File: config.mk
export PLATFORM = sky130hd
export DESIGN_NAME = rr_fifo_reader_flat
export DESIGN_NICKNAME = d
export VERILOG_FILES = /design/src/rtl/rr_fifo_reader_pkg.sv /design/src/rtl/rr_fifo_reader_if.sv /design/src/rtl/rr_fifo_reader_arbiter.sv /design/src/rtl/rr_fifo_reader.sv /design/src/flat_wrapper.sv
export SDC_FILE = /design/constraint.sdc
export NUM_CORES = 1
export LEC_CHECK = 0
export ABC_AREA = 1
export CAP_MARGIN = 20
export CORE_ASPECT_RATIO = 1.5
export CORE_MARGIN = 1
export CORE_UTILIZATION = 39
export CTS_CLUSTER_DIAMETER = 60
export DETAILED_ROUTE_END_ITERATION = 16
export GPL_TIMING_DRIVEN = 0
export PLACE_DENSITY = 0.78
export SLEW_MARGIN = 20
export SYNTH_ARGS = -nofsm -noshare
export SYNTH_HDL_FRONTEND = slang
export SYNTH_HIERARCHICAL = 1
export SYNTH_SLANG_ARGS = --single-unit
export TNS_END_PERCENT = 20
File: constraint.sdc
create_clock -name clk_rd -period 5.8 [get_ports clk_rd]
set_input_delay 1.45 -clock clk_rd [delete_from_list [all_inputs] [get_ports clk_rd]]
set_output_delay 1.45 -clock clk_rd [all_outputs]
set_load 0.02 [all_outputs]
File: src/rtl/rr_fifo_reader_pkg.sv
// Shared constants and width helper for the BPC sample-FIFO reader.
package bpc_fifo_pkg;
  localparam int DEF_NUM_CH = 10;
  localparam int DEF_DATA_W = 8;

  // Channel index width; a single channel still needs one bit.
  function automatic int ch_w(input int n);
    return (n > 1) ? $clog2(n) : 1;
  endfunction
endpackage

File: src/rtl/rr_fifo_reader_if.sv
// FIFO-side and stream-side signals of the round-robin reader; master = reader.
interface rr_fifo_reader_if
  import bpc_fifo_pkg::*;
#(
  parameter int NUM_CH = DEF_NUM_CH,
  parameter int DATA_W = DEF_DATA_W,
  parameter int CH_W   = ch_w(NUM_CH)
);
  logic [NUM_CH-1:0]        rdempty;
  logic [NUM_CH*DATA_W-1:0] fifo_dout;
  logic                     stop_rd;
  logic                     halt_to_fifo;
  logic [NUM_CH-1:0]        rd_en;
  logic [DATA_W-1:0]        dout;
  logic                     dout_vld;
  logic [CH_W-1:0]          dout_ch;
  logic                     start_aga;

  modport master (
    input  rdempty, fifo_dout, stop_rd, halt_to_fifo,
    output rd_en, dout, dout_vld, dout_ch, start_aga
  );

  modport slave (
    output rdempty, fifo_dout, stop_rd, halt_to_fifo,
    input  rd_en, dout, dout_vld, dout_ch, start_aga
  );
endinterface

File: src/rtl/rr_fifo_reader_arbiter.sv
// Rotating priority arbiter: first requester at or after ptr (mode=1), or ptr only (mode=0).
// Purely combinational; no state, no backpressure.
module rr_arbiter
  import bpc_fifo_pkg::*;
#(
  parameter  int NUM_CH = DEF_NUM_CH,
  localparam int CH_W   = ch_w(NUM_CH)
) (
  input  logic [NUM_CH-1:0] req,
  input  logic [CH_W-1:0]   ptr,
  input  logic              mode,
  output logic [NUM_CH-1:0] gnt,
  output logic [CH_W-1:0]   gnt_idx,
  output logic              any
);
  logic [2*NUM_CH-1:0] dbl;
  logic [NUM_CH-1:0]   rot;
  logic                found;
  int                  off;
  int                  sum;

  // Rotating the doubled vector puts channel ptr at bit 0.
  assign dbl = {req, req};
  assign rot = dbl[ptr +: NUM_CH];

  always_comb begin
    found = 1'b0;
    off   = 0;
    for (int i = 0; i < NUM_CH; i++) begin
      if (!found && rot[i] && (mode || i == 0)) begin
        found = 1'b1;
        off   = i;
      end
    end
    sum = int'(ptr) + off;
    if (sum >= NUM_CH) sum = sum - NUM_CH;
    any     = found;
    gnt_idx = CH_W'(sum);
    gnt     = '0;
    if (found) gnt[gnt_idx] = 1'b1;
  end
endmodule

File: src/rtl/rr_fifo_reader.sv
// Round-robin drain of NUM_CH FIFOs into one tagged stream; 1-cycle rd_en-to-dout latency.
// stop_rd blocks new reads combinationally; a word already in flight still emerges.
module rr_fifo_reader
  import bpc_fifo_pkg::*;
#(
  parameter int NUM_CH     = DEF_NUM_CH,
  parameter int DATA_W     = DEF_DATA_W,
  parameter bit SKIP_EMPTY = 1'b1
) (
  input logic        clk_rd,
  input logic        rst,
  input logic        rst_syn,
  rr_fifo_reader_if.master bus
);
  localparam int CH_W = ch_w(NUM_CH);

  logic [CH_W-1:0]   ptr;
  logic [CH_W-1:0]   ptr_nxt;
  logic [CH_W-1:0]   gnt_q;
  logic [CH_W-1:0]   gnt_idx;
  logic [NUM_CH-1:0] gnt;
  logic              any;
  logic              issue;
  logic              vld_q;
  logic              aga_q;

  rr_arbiter #(.NUM_CH(NUM_CH)) u_arb (
    .req     (~bus.rdempty),
    .ptr     (ptr),
    .mode    (SKIP_EMPTY),
    .gnt     (gnt),
    .gnt_idx (gnt_idx),
    .any     (any)
  );

  assign issue   = rst & ~rst_syn & ~bus.stop_rd & any;
  assign ptr_nxt = (gnt_idx == CH_W'(NUM_CH - 1)) ? '0 : gnt_idx + 1'b1;

  always_ff @(posedge clk_rd or negedge rst) begin
    if (!rst) begin
      ptr   <= '0;
      gnt_q <= '0;
      vld_q <= 1'b0;
      aga_q <= 1'b0;
    end else if (rst_syn) begin
      ptr   <= '0;
      gnt_q <= '0;
      vld_q <= 1'b0;
      aga_q <= 1'b0;
    end else begin
      vld_q <= issue;
      aga_q <= (&bus.rdempty) & bus.halt_to_fifo;
      if (issue) begin
        ptr   <= ptr_nxt;
        gnt_q <= gnt_idx;
      end
    end
  end

  // A synchronous clear also flushes the word in flight from the output.
  assign bus.rd_en     = issue ? gnt : '0;
  assign bus.dout_vld  = vld_q & ~rst_syn;
  assign bus.dout_ch   = rst_syn ? '0 : gnt_q;
  assign bus.dout      = bus.dout_vld ? bus.fifo_dout[int'(gnt_q)*DATA_W +: DATA_W] : '0;
  assign bus.start_aga = aga_q;
endmodule

File: src/flat_wrapper.sv
// flat-port wrapper written by rule: the top's interface ports become plain ports
module rr_fifo_reader_flat import bpc_fifo_pkg::*;
#(
  parameter int NUM_CH     = DEF_NUM_CH,
  parameter int DATA_W     = DEF_DATA_W,
  parameter bit SKIP_EMPTY = 1'b1
)
  (clk_rd, rst, rst_syn, bus_rdempty, bus_fifo_dout, bus_stop_rd, bus_halt_to_fifo, bus_rd_en, bus_dout, bus_dout_vld, bus_dout_ch, bus_start_aga);
  rr_fifo_reader_if #(.NUM_CH(NUM_CH), .DATA_W(DATA_W)) bus_i ();
  input logic clk_rd;
  input logic rst;
  input logic rst_syn;
  input wire logic [$bits(bus_i.rdempty)-1:0] bus_rdempty;
  input wire logic [$bits(bus_i.fifo_dout)-1:0] bus_fifo_dout;
  input wire logic [$bits(bus_i.stop_rd)-1:0] bus_stop_rd;
  input wire logic [$bits(bus_i.halt_to_fifo)-1:0] bus_halt_to_fifo;
  output wire logic [$bits(bus_i.rd_en)-1:0] bus_rd_en;
  output wire logic [$bits(bus_i.dout)-1:0] bus_dout;
  output wire logic [$bits(bus_i.dout_vld)-1:0] bus_dout_vld;
  output wire logic [$bits(bus_i.dout_ch)-1:0] bus_dout_ch;
  output wire logic [$bits(bus_i.start_aga)-1:0] bus_start_aga;
  assign bus_i.rdempty = bus_rdempty;
  assign bus_i.fifo_dout = bus_fifo_dout;
  assign bus_i.stop_rd = bus_stop_rd;
  assign bus_i.halt_to_fifo = bus_halt_to_fifo;
  assign bus_rd_en = bus_i.rd_en;
  assign bus_dout = bus_i.dout;
  assign bus_dout_vld = bus_i.dout_vld;
  assign bus_dout_ch = bus_i.dout_ch;
  assign bus_start_aga = bus_i.start_aga;
  rr_fifo_reader #(.NUM_CH(NUM_CH), .DATA_W(DATA_W), .SKIP_EMPTY(SKIP_EMPTY)) u_core (.clk_rd(clk_rd), .rst(rst), .rst_syn(rst_syn), .bus(bus_i));
endmodule
==> impl_metrics.py <==
metrics = {
    "outcome": {
        "status": "finished, violations left",
        "violations": "negative setup slack",
    },
    "drt": {
        "routedWlPerCell_um": 13.9,
        "drc_errors": 0,
        "routed_wl_mm": 10.4,
        "first_pass_iters": 4,
        "drt_iter0_drc": 190,
        "via_count": 3814,
        "vias_per_cell": 5.09,
        "drtAntennaViolNets": 0,
    },
    "critical_path": {
        "required_ns": 4.35,
        "critPathMostFrequentCell": "nand2_1",
        "start_kind": "input pin",
        "cp.arrival_ns": 4.74,
        "cp_slowest_stage_delay_ns": 0.39,
        "critPathSlowestCell": "fa_2",
        "crit_type": "input pin to output port",
        "cp_max_fo": 4,
        "end_kind": "output port",
    },
    "finish": {
        "fin_area_um2": 4690,
        "area_delta_synth_final_pct": 73.9,
        "drive_gt1_share_pct": 26.7,
        "nFillCells": 554,
        "layout.nets": 778,
        "diodes": 0,
    },
    "power": {
        "switchingPower_mw": 1.39,
        "p_clk_share_pct": 2.8,
        "p_seq_share_pct": 5.0,
        "ir_drop_mv": 0.471,
        "sw_frac_of_total_pct": 57.0,
        "comb_power_share_pct": 92.2,
        "powerDensity_nw_per_um2": 520,
        "intPower_mw": 1.05,
        "p_leak_nw": 2.43,
    },
    "floorplan": {
        "start_util_pct": 41.0,
        "die-area_um2": 7250,
        "num_rows": 36,
        "coreArea_um2": 6580,
        "die_w_um": 69.9,
        "ios": 119,
        "die_y_um": 104,
    },
    "synth": {
        "syn_area_um2": 2700,
        "ys_types": 35,
        "async_flop_share_pct": 100,
        "syn_area_per_cell_um2": 5.09,
        "yosys.area.top_type": "nand2_1",
        "synth_top_family_by_area": "simple AND/OR/NAND/NOR gates",
        "syn-instance-count": 529,
        "synth_common_cells": "199 x nand2_1, 103 x nand3_1, 97 x inv_1, 28 x nor2_1",
        "synthTopCellsByArea": "nand2_1 28%, nand3_1 19%, inv_1 14%",
        "synth_compound_area_share_pct": 4.74,
        "synth-simple-area-share_pct": 59.0,
        "synthFlopType": "dfrtp_1",
        "synthXorXnorAreaFrac_pct": 1.95,
        "ys_seq_area_share_pct": 9.29,
        "synth.area.mux_share_pct": 0,
        "synthAdderAreaFrac_pct": 3.99,
        "synth_edf_count": 0,
        "synth_seq_cells": 10,
        "synth_top_area_share_pct": 27.7,
        "yosys_warnings": 6,
        "yosysMostFrequentCell": "nand2_1",
    },
    "global_routing": {
        "grt.met2_usage_pct": 51.0,
        "antenna_found_initial": 0,
        "grt_use_met1_pct": 29.3,
        "grt_most_used_layer": "met2",
        "grt_max_degree": 12,
        "overflow": 0,
        "grt_use_total_pct": 26.6,
        "grt_pass1_wl_mm": 16.0,
        "use_met3_pct": 3.11,
        "grt_pass1_vias": 3686,
    },
    "timing": {
        "period_needed_ns": 6.19,
        "slew_viol_final": 0,
        "setup_viol": 10,
        "worst_slack_ns": -0.392,
        "finalHoldWorstSlack_ns": 0.592,
        "rsz0062_at_grt": "yes",
        "fin_worst_skew_ns": 0.00124,
        "fmax_mhz": 161,
        "period_share_pct": 107,
        "hold_viol": 0,
    },
    "placement": {
        "dpl_cell_area_um2": 3980,
        "place_hpwl_mm": 7.27,
        "routabilityCongestion": 0.902,
        "numPortBuffers": 118,
        "place_ws_ns": -1.36,
    },
    "cts": {
        "clockBufferDepth": 2,
        "cts_max_level": 1,
        "cts_buffers": 3,
        "cts_sinks": 10,
        "clock_latency_ns": 0.23,
        "cts_tree": "built",
        "cts_root_buffer": "clkbuf_8",
        "path_clk_slew_ns": 0.04,
    },
    "worst_hold_path": {
        "hp-class": "flip-flop to flip-flop",
    },
    "flow_run": {
        "drv_cap": 0,
    },
}
==> area by class of cell <==
type / count / area [um2] / area share, %
Inverter: 104 / 413 / 8.81
Buffer: 22 / 171 / 3.66
Sequential cell: 10 / 250 / 5.34
Multi-Input combinational cell: 394 / 2370 / 50.6
Tap cell: 76 / 95.1 / 2.03
Clock buffer: 3 / 41.3 / 0.881
Timing Repair Buffer: 140 / 1350 / 28.7
==> layout by cell type, fill, tap and decap left out, types with 9 or more instances in the layout <==
| cell type | n |
|---|---|
| nand2_1 | 169 |
| clkdlybuf4s50_1 | 98 |
| inv_1 | 82 |
| nand3_1 | 77 |
| buf_4 | 32 |
| nand3_2 | 24 |
| nand2_2 | 22 |
| buf_6 | 19 |
| nor2_1 | 17 |
| inv_2 | 14 |
| nand2_4 | 14 |
| nor2_2 | 10 |
| dfrtp_1 | 10 |
| buf_2 | 9 |
| a21oi_1 | 9 |
==> registers in the layout (all words and copies together), names as in the netlist <==
name	flops
u_core/gnt_q	4
u_core/ptr	4
u_core/bus.start_aga	1
u_core/vld_q	1
==> metrics by stage <==
| step | util [%] | power (mW) | std cells | TNS (ns) |
|---|---|---|---|---|
| after global routing | 71.3 | 2.66 | 749 | -5.90 |
| after detailed placement | 60.5 | 1.69 | 724 | -12.97 |
| after floorplan | - | 1.32 | 530 | -0.246 |
| after CTS | 66.5 | 2.11 | 744 | -2.34 |
| final | 71.3 | 2.44 | 749 | -3.55 |
| after global placement | 60.5 | 1.66 | 724 | -12.00 |
==> layer usage <==
layer / routed length, um / up-vias
li1: - / 1915
met3: 666 / 27
met2: 5520 / 143
met5: 0 / -
met4: 310 / 0
met1: 3930 / 1729
==> critical path, delay by kind of cell <==
| kind | cells | cell delay [ns] |
|---|---|---|
| simple gates | 17 | 1.64 |
| fa+ha+maj | 2 | 0.56 |
| buf+inv | 6 | 0.49 |
| xor+xnor | 2 | 0.45 |
| compound gates | 1 | 0.15 |
==> cell families after synthesis <==
kind of cell / Yosys count
other cells: 1
xor+xnor: 6
compound gates: 24
simple gates: 354
buf+inv: 126
flops: 10
fa+ha+maj: 8
==> path summary, 6_finish.rpt <==
path,start,end,slack [ns],cells past startpoint
worst max-delay path,bus_rdempty[6],bus_rd_en[6],-0.39,28
worst min-delay path,u_core/ptr[3]$_DFFE_PN0P_,u_core/ptr[3]$_DFFE_PN0P_,0.59,2
worst max register to register,u_core/ptr[1]$_DFFE_PN0P_,u_core/ptr[2]$_DFFE_PN0P_,1.75,24
worst min register to register,u_core/ptr[3]$_DFFE_PN0P_,u_core/ptr[3]$_DFFE_PN0P_,0.59,2
max in group asynchronous,rst,u_core/gnt_q[2]$_DFFE_PN0P_,3.91,1
min in group asynchronous,rst,u_core/ptr[1]$_DFFE_PN0P_,1.56,1
==> power by group through the flow <==
stage                     Sequential (mW)  Combinational (mW)  Clock [mW]
final                               0.122                2.25      0.0687
after global routing                0.125                2.47      0.0738
after CTS                           0.118                1.92      0.0700
after detailed placement            0.116                1.58           0
after global placement              0.115                1.54           0
after floorplan                     0.108                1.21           0
==> what timing repair did <==
action / 4_1_cts / 5_1_grt
setup endpoints to repair: 10 / 10
cloned: 0 / 0
pin swaps: 41 / 55
buffers inserted: 17 / 5
hold buffers: 0 / 0
resized for setup: 168 / 66
No activity file was read; power rests on OpenSTA's default activity.
